## config.mk

```make
export PLATFORM = sky130hd
export DESIGN_NAME = alu_issue_stage_flat
export DESIGN_NICKNAME = d
export VERILOG_FILES = /design/src/rtl/alu_issue_stage_if.sv /design/src/rtl/alu_issue_stage.sv /design/src/flat_wrapper.sv
export SDC_FILE = /design/constraint.sdc
export NUM_CORES = 1
export LEC_CHECK = 0
export ABC_AREA = 1
export BUFFER_PORTS_ARGS = -buffer_cell sky130_fd_sc_hd__buf_4
export CORE_ASPECT_RATIO = 1.75
export CORE_MARGIN = 1.5
export CORE_UTILIZATION = 50
export DETAILED_ROUTE_END_ITERATION = 10
export PLACE_DENSITY_LB_ADDON = 0.15
export RECOVER_POWER = 100
export SLEW_MARGIN = 20
export SYNTH_ARGS = -nofsm -noshare
export SYNTH_HDL_FRONTEND = slang
export SYNTH_SLANG_ARGS = --single-unit
```

## constraint.sdc

```tcl
create_clock -name clk -period 1.8 [get_ports clk]
set_clock_uncertainty 0.05 [all_clocks]
set_input_delay 0.36 -clock clk [delete_from_list [all_inputs] [get_ports clk]]
set_output_delay 0.36 -clock clk [all_outputs]
set_load 0.02 [all_outputs]
```

## src/rtl/alu_issue_stage_if.sv

```systemverilog
// ---------------------------------------------------------------------------
// alu_issue_stage_if : decode-slot to execute-slot handshake bundle | rev 1.0
// ---------------------------------------------------------------------------
`default_nettype none

interface alu_issue_stage_if;
  logic        in_valid;
  logic        in_ready;
  logic [6:0]  in_opcode;
  logic [2:0]  in_funct3;
  logic        in_funct7b5;
  logic [31:0] in_rs1_data;
  logic [31:0] in_rs2_data;
  logic [31:0] in_imm;
  logic [4:0]  in_rd;
  logic        flush;
  logic        out_valid;
  logic        out_ready;
  logic [2:0]  out_alu_control;
  logic [31:0] out_src_a;
  logic [31:0] out_src_b;
  logic [4:0]  out_rd;
  logic        out_illegal;

  modport master (
    output in_valid, in_opcode, in_funct3, in_funct7b5, in_rs1_data,
           in_rs2_data, in_imm, in_rd, flush, out_ready,
    input  in_ready, out_valid, out_alu_control, out_src_a, out_src_b,
           out_rd, out_illegal
  );

  modport slave (
    input  in_valid, in_opcode, in_funct3, in_funct7b5, in_rs1_data,
           in_rs2_data, in_imm, in_rd, flush, out_ready,
    output in_ready, out_valid, out_alu_control, out_src_a, out_src_b,
           out_rd, out_illegal
  );
endinterface

`default_nettype wire

```

## src/rtl/alu_issue_stage.sv

```systemverilog
// ---------------------------------------------------------------------------
// alu_issue_stage : ALU decode + two-entry skid buffer issue slot | rev 1.0
// ---------------------------------------------------------------------------
`default_nettype none

module alu_issue_stage (
  input  wire logic         clk,
  input  wire logic         rst,
  alu_issue_stage_if.slave  bus
);

  localparam logic [6:0] OP_R      = 7'b0110011;
  localparam logic [6:0] OP_I      = 7'b0010011;
  localparam logic [6:0] OP_LOAD   = 7'b0000011;
  localparam logic [6:0] OP_STORE  = 7'b0100011;
  localparam logic [6:0] OP_BRANCH = 7'b1100011;

  localparam logic [2:0] ALU_ADD = 3'b000;
  localparam logic [2:0] ALU_SUB = 3'b001;
  localparam logic [2:0] ALU_AND = 3'b010;
  localparam logic [2:0] ALU_OR  = 3'b011;
  localparam logic [2:0] ALU_SLT = 3'b101;

  typedef struct packed {
    logic [2:0]  ctrl;
    logic [31:0] src_a;
    logic [31:0] src_b;
    logic [4:0]  rd;
    logic        illegal;
  } entry_t;

  entry_t dec;
  entry_t main_q, main_d;
  entry_t skid_q, skid_d;
  logic   main_valid_q, main_valid_d;
  logic   skid_valid_q, skid_valid_d;
  logic   in_fire;
  logic   out_fire;
  logic   main_take;

  always_comb begin
    dec         = '0;
    dec.ctrl    = ALU_ADD;
    dec.src_a   = bus.in_rs1_data;
    dec.src_b   = bus.in_rs2_data;
    dec.rd      = bus.in_rd;
    dec.illegal = 1'b0;
    case (bus.in_opcode)
      OP_R: begin
        case (bus.in_funct3)
          3'b000:  dec.ctrl = bus.in_funct7b5 ? ALU_SUB : ALU_ADD;
          3'b111:  dec.ctrl = ALU_AND;
          3'b110:  dec.ctrl = ALU_OR;
          3'b010:  dec.ctrl = ALU_SLT;
          default: dec.illegal = 1'b1;
        endcase
      end
      OP_I: begin
        dec.src_b = bus.in_imm;
        case (bus.in_funct3)
          3'b000:  dec.ctrl = ALU_ADD;
          3'b111:  dec.ctrl = ALU_AND;
          3'b110:  dec.ctrl = ALU_OR;
          3'b010:  dec.ctrl = ALU_SLT;
          default: begin
            dec.illegal = 1'b1;
            dec.src_b   = bus.in_rs2_data;
          end
        endcase
      end
      OP_LOAD, OP_STORE: dec.src_b = bus.in_imm;
      OP_BRANCH:         dec.ctrl  = ALU_SUB;
      default:           dec.illegal = 1'b1;
    endcase
  end

  // in_ready comes straight from the skid flop, so it is registered by construction.
  assign in_fire   = bus.in_valid & ~skid_valid_q;
  assign out_fire  = main_valid_q & bus.out_ready;
  assign main_take = ~main_valid_q | out_fire;

  always_comb begin
    main_d       = main_q;
    skid_d       = skid_q;
    main_valid_d = main_valid_q;
    skid_valid_d = skid_valid_q;
    if (main_take) begin
      if (skid_valid_q) begin
        main_d       = skid_q;
        main_valid_d = 1'b1;
        skid_valid_d = 1'b0;
      end else if (in_fire) begin
        main_d       = dec;
        main_valid_d = 1'b1;
      end else begin
        main_valid_d = 1'b0;
      end
    end
    if (in_fire && (!main_take || skid_valid_q)) begin
      skid_d       = dec;
      skid_valid_d = 1'b1;
    end
    if (bus.flush) begin
      main_d       = '0;
      skid_d       = '0;
      main_valid_d = 1'b0;
      skid_valid_d = 1'b0;
    end
  end

  always_ff @(posedge clk) begin
    if (rst) begin
      main_q       <= '0;
      skid_q       <= '0;
      main_valid_q <= 1'b0;
      skid_valid_q <= 1'b0;
    end else begin
      main_q       <= main_d;
      skid_q       <= skid_d;
      main_valid_q <= main_valid_d;
      skid_valid_q <= skid_valid_d;
    end
  end

  assign bus.in_ready        = ~skid_valid_q;
  assign bus.out_valid       = main_valid_q;
  assign bus.out_alu_control = main_q.ctrl;
  assign bus.out_src_a       = main_q.src_a;
  assign bus.out_src_b       = main_q.src_b;
  assign bus.out_rd          = main_q.rd;
  assign bus.out_illegal     = main_q.illegal;

endmodule

`default_nettype wire

```

## src/flat_wrapper.sv

```systemverilog
// flat-port wrapper written by rule: the top's interface ports become plain ports
module alu_issue_stage_flat 
  (clk, rst, bus_in_valid, bus_in_opcode, bus_in_funct3, bus_in_funct7b5, bus_in_rs1_data, bus_in_rs2_data, bus_in_imm, bus_in_rd, bus_flush, bus_out_ready, bus_in_ready, bus_out_valid, bus_out_alu_control, bus_out_src_a, bus_out_src_b, bus_out_rd, bus_out_illegal);
  alu_issue_stage_if bus_i ();
  input  wire logic clk;
  input  wire logic rst;
  input wire logic [$bits(bus_i.in_valid)-1:0] bus_in_valid;
  input wire logic [$bits(bus_i.in_opcode)-1:0] bus_in_opcode;
  input wire logic [$bits(bus_i.in_funct3)-1:0] bus_in_funct3;
  input wire logic [$bits(bus_i.in_funct7b5)-1:0] bus_in_funct7b5;
  input wire logic [$bits(bus_i.in_rs1_data)-1:0] bus_in_rs1_data;
  input wire logic [$bits(bus_i.in_rs2_data)-1:0] bus_in_rs2_data;
  input wire logic [$bits(bus_i.in_imm)-1:0] bus_in_imm;
  input wire logic [$bits(bus_i.in_rd)-1:0] bus_in_rd;
  input wire logic [$bits(bus_i.flush)-1:0] bus_flush;
  input wire logic [$bits(bus_i.out_ready)-1:0] bus_out_ready;
  output wire logic [$bits(bus_i.in_ready)-1:0] bus_in_ready;
  output wire logic [$bits(bus_i.out_valid)-1:0] bus_out_valid;
  output wire logic [$bits(bus_i.out_alu_control)-1:0] bus_out_alu_control;
  output wire logic [$bits(bus_i.out_src_a)-1:0] bus_out_src_a;
  output wire logic [$bits(bus_i.out_src_b)-1:0] bus_out_src_b;
  output wire logic [$bits(bus_i.out_rd)-1:0] bus_out_rd;
  output wire logic [$bits(bus_i.out_illegal)-1:0] bus_out_illegal;
  assign bus_i.in_valid = bus_in_valid;
  assign bus_i.in_opcode = bus_in_opcode;
  assign bus_i.in_funct3 = bus_in_funct3;
  assign bus_i.in_funct7b5 = bus_in_funct7b5;
  assign bus_i.in_rs1_data = bus_in_rs1_data;
  assign bus_i.in_rs2_data = bus_in_rs2_data;
  assign bus_i.in_imm = bus_in_imm;
  assign bus_i.in_rd = bus_in_rd;
  assign bus_i.flush = bus_flush;
  assign bus_i.out_ready = bus_out_ready;
  assign bus_in_ready = bus_i.in_ready;
  assign bus_out_valid = bus_i.out_valid;
  assign bus_out_alu_control = bus_i.out_alu_control;
  assign bus_out_src_a = bus_i.out_src_a;
  assign bus_out_src_b = bus_i.out_src_b;
  assign bus_out_rd = bus_i.out_rd;
  assign bus_out_illegal = bus_i.out_illegal;
  alu_issue_stage u_core (.clk(clk), .rst(rst), .bus(bus_i));
endmodule
```

==> impl.org, run 1 <==
** Outcome
- Outcome :: finished clean

** Worst setup path
- The worst register-to-register path has a depth of 5.
- The worst setup path is of the flip-flop to output pin kind.
- The signal on the critical path passes through inv_2, clkbuf_4, buf_4.
- Largest delay share family, worst path :: buffers and inverters
- In this run the critical register-to-register path is captured at u_core.bus.out_src_b[6].
- Buffers and inverters on the worst path :: 3
- The worst setup path is captured at an output pin.
- Delay of the slowest cell on the worst path :: 0.34 ns
- Setup slack on the worst reg-to-reg path comes out at 0.20 ns.
- Launch instance of the worst register-to-register path :: u_core.skid_valid_q
- Data on the critical path is required at its endpoint by 1.39 ns.
- Along the worst path, the maximum fanout reaches 10.
- Kind of launch point of the worst setup path :: flip-flop
- The slowest stage of the critical path is the sky130_fd_sc_hd__dfxtp_2 cell.
- Signal arrival time at the worst endpoint :: 1.26 ns

** Yosys
- Number of distinct standard cells referenced by the synthesized netlist :: 26
- Post-synthesis sequential area ratio :: 0.401
- Dividing the synthesized area by the synthesized cell count gives 7.19 sq um.
- In this run, synthesis produced a sequential element count of 148.
- Of the post-synthesis cell area, the dominant cell type holds 0.401.
- For this run, the leading register cell type out of synthesis is sky130_fd_sc_hd__dfxtp_1.
- Yosys Warn Count :: 0
- Ranked by total cell area, the synthesized netlist is headed by sky130_fd_sc_hd__dfxtp_1 40%, sky130_fd_sc_hd__nand2_1 13%, sky130_fd_sc_hd__nand3_1 8.1%.
- The synthesized netlist occupies a cell area of 7390 sq um.
- Top cell type by total area after synthesis :: sky130_fd_sc_hd__dfxtp_1
- Sorting the synthesized cells by how often they occur yields 260 x sky130_fd_sc_hd__nand2_1, 148 x sky130_fd_sc_hd__dfxtp_1, 120 x sky130_fd_sc_hd__nand3_1.
- The synthesized design contains 0 enable-type register cells.
- Post-Synthesis Net Count :: 1,144
- sky130_fd_sc_hd__nand2_1 is the most common cell in the netlist.
- Counting flops with an async set or reset pin after synthesis yields a share of 0.
- After technology mapping, the gate count stands at 1,027.

** STA
- Number of failing hold endpoints at the final stage :: 0
- Worst Tran Pin Value :: 0.611 ns
- Setup Viol. Count Final :: 0
- Adding up every negative setup slack in the final design gives 0 ns.
- Hold is met by 0.151 ns.
- RSZ-0062 raised after global routing :: no
- Final worst path period share :: 0.926
- The final count of pins violating max slew was 0.
- Achievable frequency :: 600 MHz
- Slew Limit Headroom :: 0.593
- The clock period could shrink to 1.67 ns.

** Clocking
- Number of buffers on the longest clock path :: 2
- The clock net in this run drives a total of 148 sinks.
- Number of buffers inserted for hold repair after clock tree synthesis :: 0
- Clock latency of the later-clocked register in the worst-skew pair :: 0.41 ns
- Number of gates given a new drive strength after cts :: 0
- After clock tree synthesis, the clock-pin slew on the worst setup and hold paths is 0.07 ns.
- In this run the post-CTS setup repair buffer count came out at 0.
- Number of levels in the clock H-tree :: 4
- TritonCTS built the clock tree.
- Num CTS Buffers :: 17
- The tree is rooted in a sky130_fd_sc_hd__clkbuf_16.

** Min path
- Startpoint of the worst hold path :: bus_in_rs1_data[8]
- Type of the worst min-delay path :: input port to flip-flop
- WHS Endpoint :: u_core.skid_q[46]
- Number of cells on the worst hold path :: 3

** Route
- After detailed routing, the average wire length per cell comes to 16.3 um.
- Dividing the detail-routed via count by the number of cells gives 5.67.
- Detailed routing inserted a total of 7,814 vias.
- Number of detailed-routing iterations run before antenna repair :: 8
- Wires add up to 22.5 mm.
- After the first detailed-routing iteration, the DRC count stood at 535.
- In this run the remaining antenna-violating nets after routing total 0.
- DR DRC count :: 0

** Job
- The tool flagged a number of max-cap violations equal to 0.

** Global routing
- The first global-routing pass estimated 35.9 mm of wire.
- In the global route stage, overall resource usage came out at 0.292.
- Summed over all layers, the global routing overflow is 0.
- Pin count of the biggest net entering global routing :: 63
- Via count of the first global-routing pass :: 7,464
- The initial antenna violation count is 0.

** Die
- The region available for standard cell placement spans 14,400 sq um.
- Measured along the x axis, the die boundary spans 94.9 um.
- For this configuration, the core starts out at a cell density of 0.512.
- 192 I/O pins were placed.
- FP Rows :: 58
- Area of the die :: 15,500 sq um
- Die Height :: 164 um

** Final layout
- Synth-to-layout area growth :: 23.6%
- Antenna Cells :: 0
- Measured on the finished design, the core utilization comes to 0.632.
- Post-layout nets :: 1,303
- Ratio of cells with drive above 1 in the final layout :: 0.204

** Place
- Routability congestion estimate :: 0.912
- The wire-length estimate of the detail-placed layout is 14.9 mm.
- Total of buffers placed on input and output ports :: 191

** Pwr
- Summed over all cells, the static leakage comes to 3.90 nW.
- IR analysis of the VDD net gives a maximum drop of 0.628 mV.
- PD cells :: 881 nW/um^2
## metal layers
layer	wire [um]	up-vias	track usage	share of wire
li1	-	3798	-	-
met2	11400	301	0.499	0.51
met1	8930	3671	0.344	0.40
met5	0	-	0	0
met3	1560	44	0.0560	0.069
met4	594	0	0.138	0.026
## placed cells by master, fill, tap and decap left out, drive strengths merged
master / Yosys / routed
dfxtp: 148 / 148
buf: 43 / 150
nor2: 84 / 84
inv: 15 / 22
nand2: 264 / 264
clkinvlp: 0 / 2
clkinv: 1 / 4
nand3: 166 / 166
bufinv: 0 / 2
clkbuf: 45 / 96
a21oi: 111 / 111
nor3: 2 / 2
nand4: 1 / 1
o21ai: 110 / 110
a31oi: 37 / 37
## stage by stage
step                setup slack, ns  power, mW  std cells  cell area (sq um)
finish                        0.134       8.04       1379               9130
global route                 0.0618       8.33       1379               9130
CTS                           0.144       8.16       1379               9430
detailed placement            0.190       4.58       1347               8840
global placement              0.210       4.58       1347               8840
floorplan                     0.386       4.08       1027               7390
## worst reg2reg max path: cells and delay by family, from the launching register on
| kind | cells | cell delay, ns |
|---|---|---|
| AOI/OAI and AO/OA | 2 | 0.40 |
| DFF | 1 | 0.36 |
| buffers and inverters | 1 | 0.50 |
| and+or+nand+nor | 2 | 0.24 |
## sequential cells by signal, summed over array words and instances (netlist names)
signal	flops
u_core.skid_q	73
u_core.bus.out_alu_control	3
u_core.bus.out_valid	1
u_core.bus.out_rd	5
u_core.bus.out_illegal	1
u_core.bus.out_src_b	32
u_core.bus.out_src_a	32
u_core.skid_valid_q	1
## area by class of cell
type	instances	area [sq um]
fillers	1416	5310
flip-flops and latches	148	2960
inverters	16	60.1
well taps	180	225
repair buffers	228	1510
clock buffers	18	429
multi-input cells	775	3780
clock inverters	14	165
## cell families (layout without fill, tap and decap cells)
family / after synthesis / count (layout) / share of synthesized area
flip-flops: 148 / 148 / 0.401
buffers and inverters: 104 / 276 / 0.0886
AND/OR/NAND/NOR: 517 / 517 / 0.329
AO/OA/AOI/OAI: 258 / 258 / 0.182
## worst max path at each step
stage / start / endpoint / slack (ns) / depth (start not counted)
after floorplan: u_core.bus.out_valid / u_core.skid_q[0] / 0.39 / 7
after global placement: bus_in_opcode[3] / u_core.bus.out_src_b[1] / 0.21 / 9
after detailed placement: bus_in_opcode[3] / u_core.bus.out_src_b[8] / 0.19 / 9
after CTS: u_core.skid_valid_q / bus_in_ready / 0.14 / 3
after global routing: u_core.skid_valid_q / bus_in_ready / 0.06 / 3
final: u_core.skid_valid_q / bus_in_ready / 0.13 / 3
## where the power goes
part | leakage (nW) | total, mW | switching, mW | internal (mW)
Sequential | 1.20 | 3.41 | 0.0490 | 3.36
Combinational | 2.41 | 1.04 | 0.631 | 0.405
Clock | 0.285 | 3.59 | 1.51 | 2.09
No activity file was read; power rests on OpenSTA's default activity.
==> inputs of run 2 (changes only) <==
--- a/config.mk
+++ b/config.mk
@@ -7,9 +7,11 @@
 export LEC_CHECK = 0
 export ABC_AREA = 1
 export BUFFER_PORTS_ARGS = -buffer_cell sky130_fd_sc_hd__buf_4
+export CELL_PAD_IN_SITES_DETAIL_PLACEMENT = 0
+export CELL_PAD_IN_SITES_GLOBAL_PLACEMENT = 2
 export CORE_ASPECT_RATIO = 1.75
 export CORE_MARGIN = 1.5
-export CORE_UTILIZATION = 50
+export CORE_UTILIZATION = 29
 export DETAILED_ROUTE_END_ITERATION = 10
 export PLACE_DENSITY_LB_ADDON = 0.15
 export RECOVER_POWER = 100
==> run 2 against run 1 <==
Against the previous run: combinational power barely moved; register-to-register slack improved by 0.03 ns; global-route usage fell by 9.2 points; first-iteration DRC count fell by 21%; wire length rose by 16%; design area rose by 2.5%; critical path depth did not move; sequential share of layout area fell by 0.75 points; utilization fell by 26 points; cell count rose by 9.4%; sequential power barely moved; critical endpoint unchanged.
==> impl.org, run 2 (same netlist as run 1, synthesis figures left out) <==
** Clocking
- CTS placed an instance of sky130_fd_sc_hd__clkbuf_16 at the clock tree root.
- Clock tree from TritonCTS :: yes
- Post-CTS clock slew at the launch and capture registers of the worst setup and hold paths :: 0.06 ns
- Counting along the longest clock path gives a buffer depth of 2.
- Post-CTS setup-driven buffer insertion count :: 0
- The H-tree generated during clock tree synthesis spans 4 levels.
- Number of buffers inserted for hold repair after clock tree synthesis :: 0
- CTS saw 148 sinks.
- Clock latency of the later-clocked register in the worst-skew pair :: 0.43 ns
- In this run, post-CTS repair resized a total of 0 instances.
- Num CTS Buffers :: 17

** Worst setup path
- Largest delay share family, worst path :: buffers and inverters
- The signal on the critical path passes through clkinv_2, buf_8, buf_4.
- STA classifies the critical path endpoint as an output pin.
- Buffers and inverters on the worst path :: 3
- Delay of the slowest cell on the worst path :: 0.35 ns
- Setup CP Type :: flip-flop to output pin
- The largest individual stage delay along the critical path comes from the cell sky130_fd_sc_hd__dfxtp_4.
- Along the worst path, the maximum fanout reaches 23.
- Signal arrival time at the worst endpoint :: 1.27 ns
- STA classifies the critical path startpoint as a flip-flop.
- At the worst endpoint, the required time is 1.39 ns.

** STA
- Counting I/O delays and the setup requirement, the final critical path takes 1.68 ns.
- Summed over all failing endpoints, the final setup total negative slack is 0 ns.
- The final count of pins violating max slew is 0.
- For the pin with the worst max-slew slack, the measured transition is 0.640 ns.
- Static timing analysis puts the maximum clock frequency at 597 MHz.
- Final setup slack of the worst path :: 0.124 ns
- The final hold violation count is 0.
- Final worst path period share :: 0.931
- RSZ-0062 raised after global routing :: no
- Headroom to the max-slew limit came out at 0.574.
- Setup Viol. Count Final :: 0

** Final layout
- Multi-input gate area in the final layout :: 3790 sq um
- Max reg flops :: 73
- Register cell area after layout :: 2970 sq um
- Leaving out fill and tap cells, the most frequent cell in the layout is sky130_fd_sc_hd__nand2_1.
- Ranked by flip-flop count, first place goes to u_core.skid_q.
- Fill count :: 2,717
- Synth-to-layout area growth :: 26.6%
- Final core area utilization :: 0.372
- In the final layout, the share of cells above drive strength 1 is 0.201.
- Leaving out filler cells and counting taps, the final layout contains 1,508.
- Post-layout nets :: 1,296
- Antenna Cells :: 0
- Most used cells in the layout excluding fill and tap cells :: 260 x sky130_fd_sc_hd__nand2_1, 147 x sky130_fd_sc_hd__dfxtp_1, 130 x sky130_fd_sc_hd__buf_4, 119 x sky130_fd_sc_hd__nand3_1, 110 x sky130_fd_sc_hd__a21oi_1

** Die
- Area of the die :: 26,500 sq um
- Effective utilization at floorplan :: 0.294
- Core Footprint :: 25,100 sq um
- From bottom edge to top edge, the die measures 214 um.
- 192 I/O pins were placed.
- In this run the core area contains 77 standard-cell rows.
- X dimension of the die :: 124 um

** Place
- At the end of routability-driven placement, the weighted congestion stood at 0.750.
- Once detailed placement completed, the half-perimeter wirelength came to 16.6 mm.
- In this run the tool buffered the top-level ports with 191 buffer cells.
- Post-placement worst setup slack :: 0.00400 ns
- The number of placed instances, taps included, is 1,476.

** Route
- Across all layers, the routed design uses 7,638 vias.
- In the final routed layout, each cell accounts on average for 17.4 um.
- Total wire length after detailed routing :: 26.2 mm
- Initial drt markers :: 421
- Number of detailed-routing iterations run before antenna repair :: 5
- Once detail routing completed, the nets flagged for antenna violations numbered 0.
- DR DRC count :: 0
- In the routed layout, each cell is associated on average with a via count of 5.06.

** Global routing
- The via count of the first global-routing pass came to 7,540.
- Global routing finished with a remaining overflow of 0.
- Global-route wire length before repair :: 41.1 mm
- Antenna violations before repair :: 0
- Entering global routing, the biggest net connects 57 pins.
- GRT Overall Usage :: 0.199

** Outcome
- The flow ran to the end, and the final reports show no timing, DRC or antenna violations.

** Pwr
- PD cells :: 860 nW/um^2
- Overall power :: 8.04 mW
- Standby leakage power :: 3.92 nW
- Across the VDD grid, the largest voltage drop is 0.751 mV.

** Min path
- The worst hold path belongs to the class input port to flip-flop.

** Job
- Reported max-cap violation count :: 0
run 2: stage by stage:
step | hold WS (ns) | instance area [sq um]
after CTS | 0.122 | 9650
after global routing | 0.134 | 9350
after floorplan | 0.394 | 7390
final | 0.147 | 9350
after detailed placement | 0.405 | 9070
after global placement | 0.402 | 9070
run 2: path summary, 6_finish.rpt:
path              cells past startpoint           endpoint  slack (ns)            startpoint
hold reg to reg                       2  u_core.skid_q[62]        0.41     u_core.skid_q[62]
setup reg to reg                      6   u_core.skid_q[0]        0.23  u_core.bus.out_valid
hold / removal                        3  u_core.skid_q[69]        0.15   bus_in_rs1_data[31]
setup / recovery                      3       bus_in_ready        0.12   u_core.skid_valid_q
run 2: layer usage:
layer	vias up	GRT usage	share of wire
li1	3778	-	-
met1	3650	0.242	0.43
met2	192	0.350	0.50
met3	18	0.0378	0.050
met4	0	0.0609	0.016
met5	-	0	0
run 2: cell type report:
| type | count | share of cell area |
|---|---|---|
| Timing Repair Buffer | 221 | 0.167 |
| Multi-Input combinational cell | 775 | 0.405 |
| Tap cell | 316 | 0.0423 |
| Sequential cell | 148 | 0.317 |
| Clock inverter | 11 | 0.0115 |
| Inverter | 16 | 0.00656 |
| Clock buffer | 21 | 0.0503 |
run 2: worst reg2reg max path, cell delays in order, from the launching register on:
cell	delay, ns
sky130_fd_sc_hd__dfxtp_1	0.36
sky130_fd_sc_hd__inv_1	0.06
sky130_fd_sc_hd__nor2_2	0.22
sky130_fd_sc_hd__nand3_4	0.10
sky130_fd_sc_hd__clkbuf_4	0.38
sky130_fd_sc_hd__o21ai_0	0.25
sky130_fd_sc_hd__inv_1	0.05
run 2: where the power goes:
group / internal (mW) / switching [mW] / total (mW)
clock: 2.13 / 1.42 / 3.55
combinational: 0.421 / 0.652 / 1.07
sequential: 3.36 / 0.0515 / 3.41
==> inputs of run 3 (changes only) <==
--- a/config.mk
+++ b/config.mk
@@ -11,10 +11,11 @@
 export CELL_PAD_IN_SITES_GLOBAL_PLACEMENT = 2
 export CORE_ASPECT_RATIO = 1.75
 export CORE_MARGIN = 1.5
-export CORE_UTILIZATION = 29
+export CORE_UTILIZATION = 31
 export DETAILED_ROUTE_END_ITERATION = 10
 export PLACE_DENSITY_LB_ADDON = 0.15
 export RECOVER_POWER = 100
+export SETUP_SLACK_MARGIN = 0.2
 export SLEW_MARGIN = 20
 export SYNTH_ARGS = -nofsm -noshare
 export SYNTH_HDL_FRONTEND = slang
==> constraint.sdc (replaced) <==
create_clock -name clk -period 2.1 [get_ports clk]
set_clock_uncertainty 0.05 [all_clocks]
set_input_delay 0.42 -clock clk [delete_from_list [all_inputs] [get_ports clk]]
set_output_delay 0.42 -clock clk [all_outputs]
set_load 0.02 [all_outputs]
==> run 3 against run 2 <==
Against the previous run: flip-flop and latch count unchanged; wire length decreased by 1.7%; global-route usage increased by 0.99 points; cell count decreased by 1.1%; largest cell class unchanged.
==> impl.org, run 3 (same netlist as run 1, synthesis figures left out) <==
** Pwr
- VDD sags by at most 0.541 mV.
- PD cells :: 726 nW/um^2
- In this run the static leakage power is 3.88 nW.

** Global routing
- Via count of the first global-routing pass :: 7,469
- Antenna violations before repair :: 0
- Summed over all layers, the global routing overflow is 0.
- Global-route wire length before repair :: 41.2 mm
- Pin count of the biggest net entering global routing :: 65
- For this run, the total global-route usage over all layers was measured as 0.209.

** Clocking
- Number of gates given a new drive strength after cts :: 0
- Root Buffer :: sky130_fd_sc_hd__clkbuf_16
- Number of buffers inserted for hold repair after clock tree synthesis :: 0
- Clock-pin slew was measured on the worst setup and hold paths at 0.06 ns.
- Clock tree from TritonCTS :: yes
- Number of levels in the clock H-tree :: 4
- Num CTS Buffers :: 17
- Clock tree synthesis found a total of 148 sinks.
- The longest clock path from root to sink contains 2 buffers.
- Clock latency of the later-clocked register in the worst-skew pair :: 0.42 ns
- Once the clock tree was built, the setup fixing pass inserted 0 buffers.

** Final layout
- Leaving out fill and tap cells, the most frequent cell in the layout is sky130_fd_sc_hd__nand2_1.
- Reg with most FFs :: u_core.skid_q
- Most used cells in the layout excluding fill and tap cells :: 260 x sky130_fd_sc_hd__nand2_1, 147 x sky130_fd_sc_hd__dfxtp_1, 130 x sky130_fd_sc_hd__buf_4, 119 x sky130_fd_sc_hd__nand3_1, 110 x sky130_fd_sc_hd__a21oi_1
- Post-layout nets :: 1,294
- The register with the most flip-flops in the layout has 73 of them.
- The number of antenna diodes in the final layout is 0.
- In the final layout, the share of cells above drive strength 1 is 0.195.
- Once layout is done, the placed cells without fillers occupy 9240 sq um.
- Synth-to-layout area growth :: 25.1%
- Final core area utilization :: 0.396

** Route
- After detailed routing, the number of remaining DRC violations is 0.
- Number of vias per cell after detailed routing :: 5.06
- Via count :: 7,555
- Remaining antenna violation count after routing :: 0
- Initial drt markers :: 428
- Total wire length after detailed routing :: 25.7 mm
- Routed length per instance :: 17.2 um
- The first TritonRoute pass finished after 4 iterations.

** Worst setup path
- Reg2reg end :: u_core.skid_q[0]
- The kind of cell with the highest combined delay along the critical path is buffers and inverters.
- For the worst setup path, the data arrival time is 2.01 ns.
- CP Data Required Time :: 2.36 ns
- Most frequent cell on the critical path :: sky130_fd_sc_hd__inv_1
- In this run the worst setup path terminates at u_core.skid_q[0].
- STA classifies the critical path startpoint as a flip-flop.
- Counting cells, the worst reg-to-reg path comes to 6.
- Slowest stage cell on the critical path :: sky130_fd_sc_hd__buf_2
- Crit path launch :: u_core.bus.out_valid
- Internal reg-to-reg setup slack :: 0.35 ns
- Buffers and inverters on the worst path :: 3
- Worst Path Max Fanout :: 36
- The critical path goes through inv_1, nor2_1, nand3_4, buf_2, o21ai_0, inv_1.
- Setup CP Type :: flip-flop to flip-flop
- The largest single stage delay on the critical path is 0.42 ns.
- Kind of capture point of the worst setup path :: flip-flop
- Stages on worst setup path :: 6
- Launch instance of the worst register-to-register path :: u_core.bus.out_valid

** STA
- Final worst path period share :: 0.833
- Summed over all failing endpoints, the final setup total negative slack is 0 ns.
- The final hold violation count came to 0.
- Clock period minus worst slack :: 1.75 ns
- Setup Viol. Count Final :: 0
- Worst Tran Pin Value :: 1.10 ns
- Max Transition Viols Final :: 0
- Achievable frequency :: 571 MHz
- Setup repair after global routing left no endpoint under its margin.
- The worst pin sits at a relative slew slack of 0.262.

** Die
- FP Rows :: 74
- IO Pins :: 192
- From bottom edge to top edge, the die measures 207 um.
- The die covers 24,800 sq um.
- Core Footprint :: 23,300 sq um
- The die is 120 um wide.
- For this configuration, the core starts out at a cell density of 0.317.

** Place
- Routability congestion estimate :: 0.775
- The HPWL after detailed placement is 16.6 mm.
- Standard cell area after detailed placement :: 8990 sq um
- During placement, the flow inserted port buffers numbering 191.

** Job
- Across the run, the number of max-cap violations was 0.

** Outcome
- Outcome :: finished clean

** Min path
- Type of the worst min-delay path :: input port to flip-flop
==> run 3: where the power goes <==
group / leakage [nW] / internal, mW / switching [mW] / total (mW)
clock: 0.273 / 1.73 / 1.14 / 2.88
combinational: 2.40 / 0.354 / 0.555 / 0.909
sequential: 1.20 / 2.88 / 0.0428 / 2.93
==> run 3: cell type report <==
type / count / area [sq um]
Inverter: 16 / 60.1
Timing Repair Buffer: 219 / 1510
Clock inverter: 5 / 50.0
Fill cell: 2630 / 14100
Multi-Input combinational cell: 775 / 3780
Sequential cell: 148 / 2970
Clock buffer: 25 / 495
Tap cell: 304 / 380
==> run 3: stage by stage <==
step	power, mW	std cells	worst slack (ns)	hold WS (ns)
floorplan	3.49	1027	0.686	0.394
global placement	3.97	1462	0.333	0.401
detailed placement	3.96	1462	0.348	0.405
CTS	6.87	1492	0.349	0.193
global route	7.00	1492	0.189	0.205
finish	6.71	1492	0.350	0.208
==> run 3: worst register-to-register path, delay by kind of cell, from the launching register on <==
| kind | cells | cell delay, ns |
|---|---|---|
| simple gates | 2 | 0.47 |
| compound gates | 1 | 0.28 |
| buf+inv | 3 | 0.52 |
| flops | 1 | 0.33 |
==> run 3: worst min-delay path by stage <==
| stage | start | to | slack, ns | cells after the start |
|---|---|---|---|---|
| 6_report | bus_in_rd[0] | u_core.skid_q[1] | 0.21 | 3 |
| 5_1_grt | bus_in_rs1_data[13] | u_core.skid_q[51] | 0.20 | 3 |
| 4_1_cts | bus_in_rd[2] | u_core.skid_q[3] | 0.19 | 3 |
| 3_5_place_dp | u_core.skid_q[2] | u_core.skid_q[2] | 0.41 | 2 |
| 3_3_place_gp | u_core.skid_q[3] | u_core.skid_q[3] | 0.40 | 2 |
| 2_1_floorplan | u_core.skid_q[1] | u_core.skid_q[1] | 0.39 | 2 |
==> run 3: per-layer routing <==
| metal | share of wire | vias to the layer above | global-route usage |
|---|---|---|---|
| met5 | 0 | - | 0 |
| met1 | 0.42 | 3550 | 0.249 |
| met2 | 0.51 | 206 | 0.369 |
| met3 | 0.053 | 27 | 0.0462 |
| li1 | - | 3772 | - |
| met4 | 0.021 | 0 | 0.0686 |
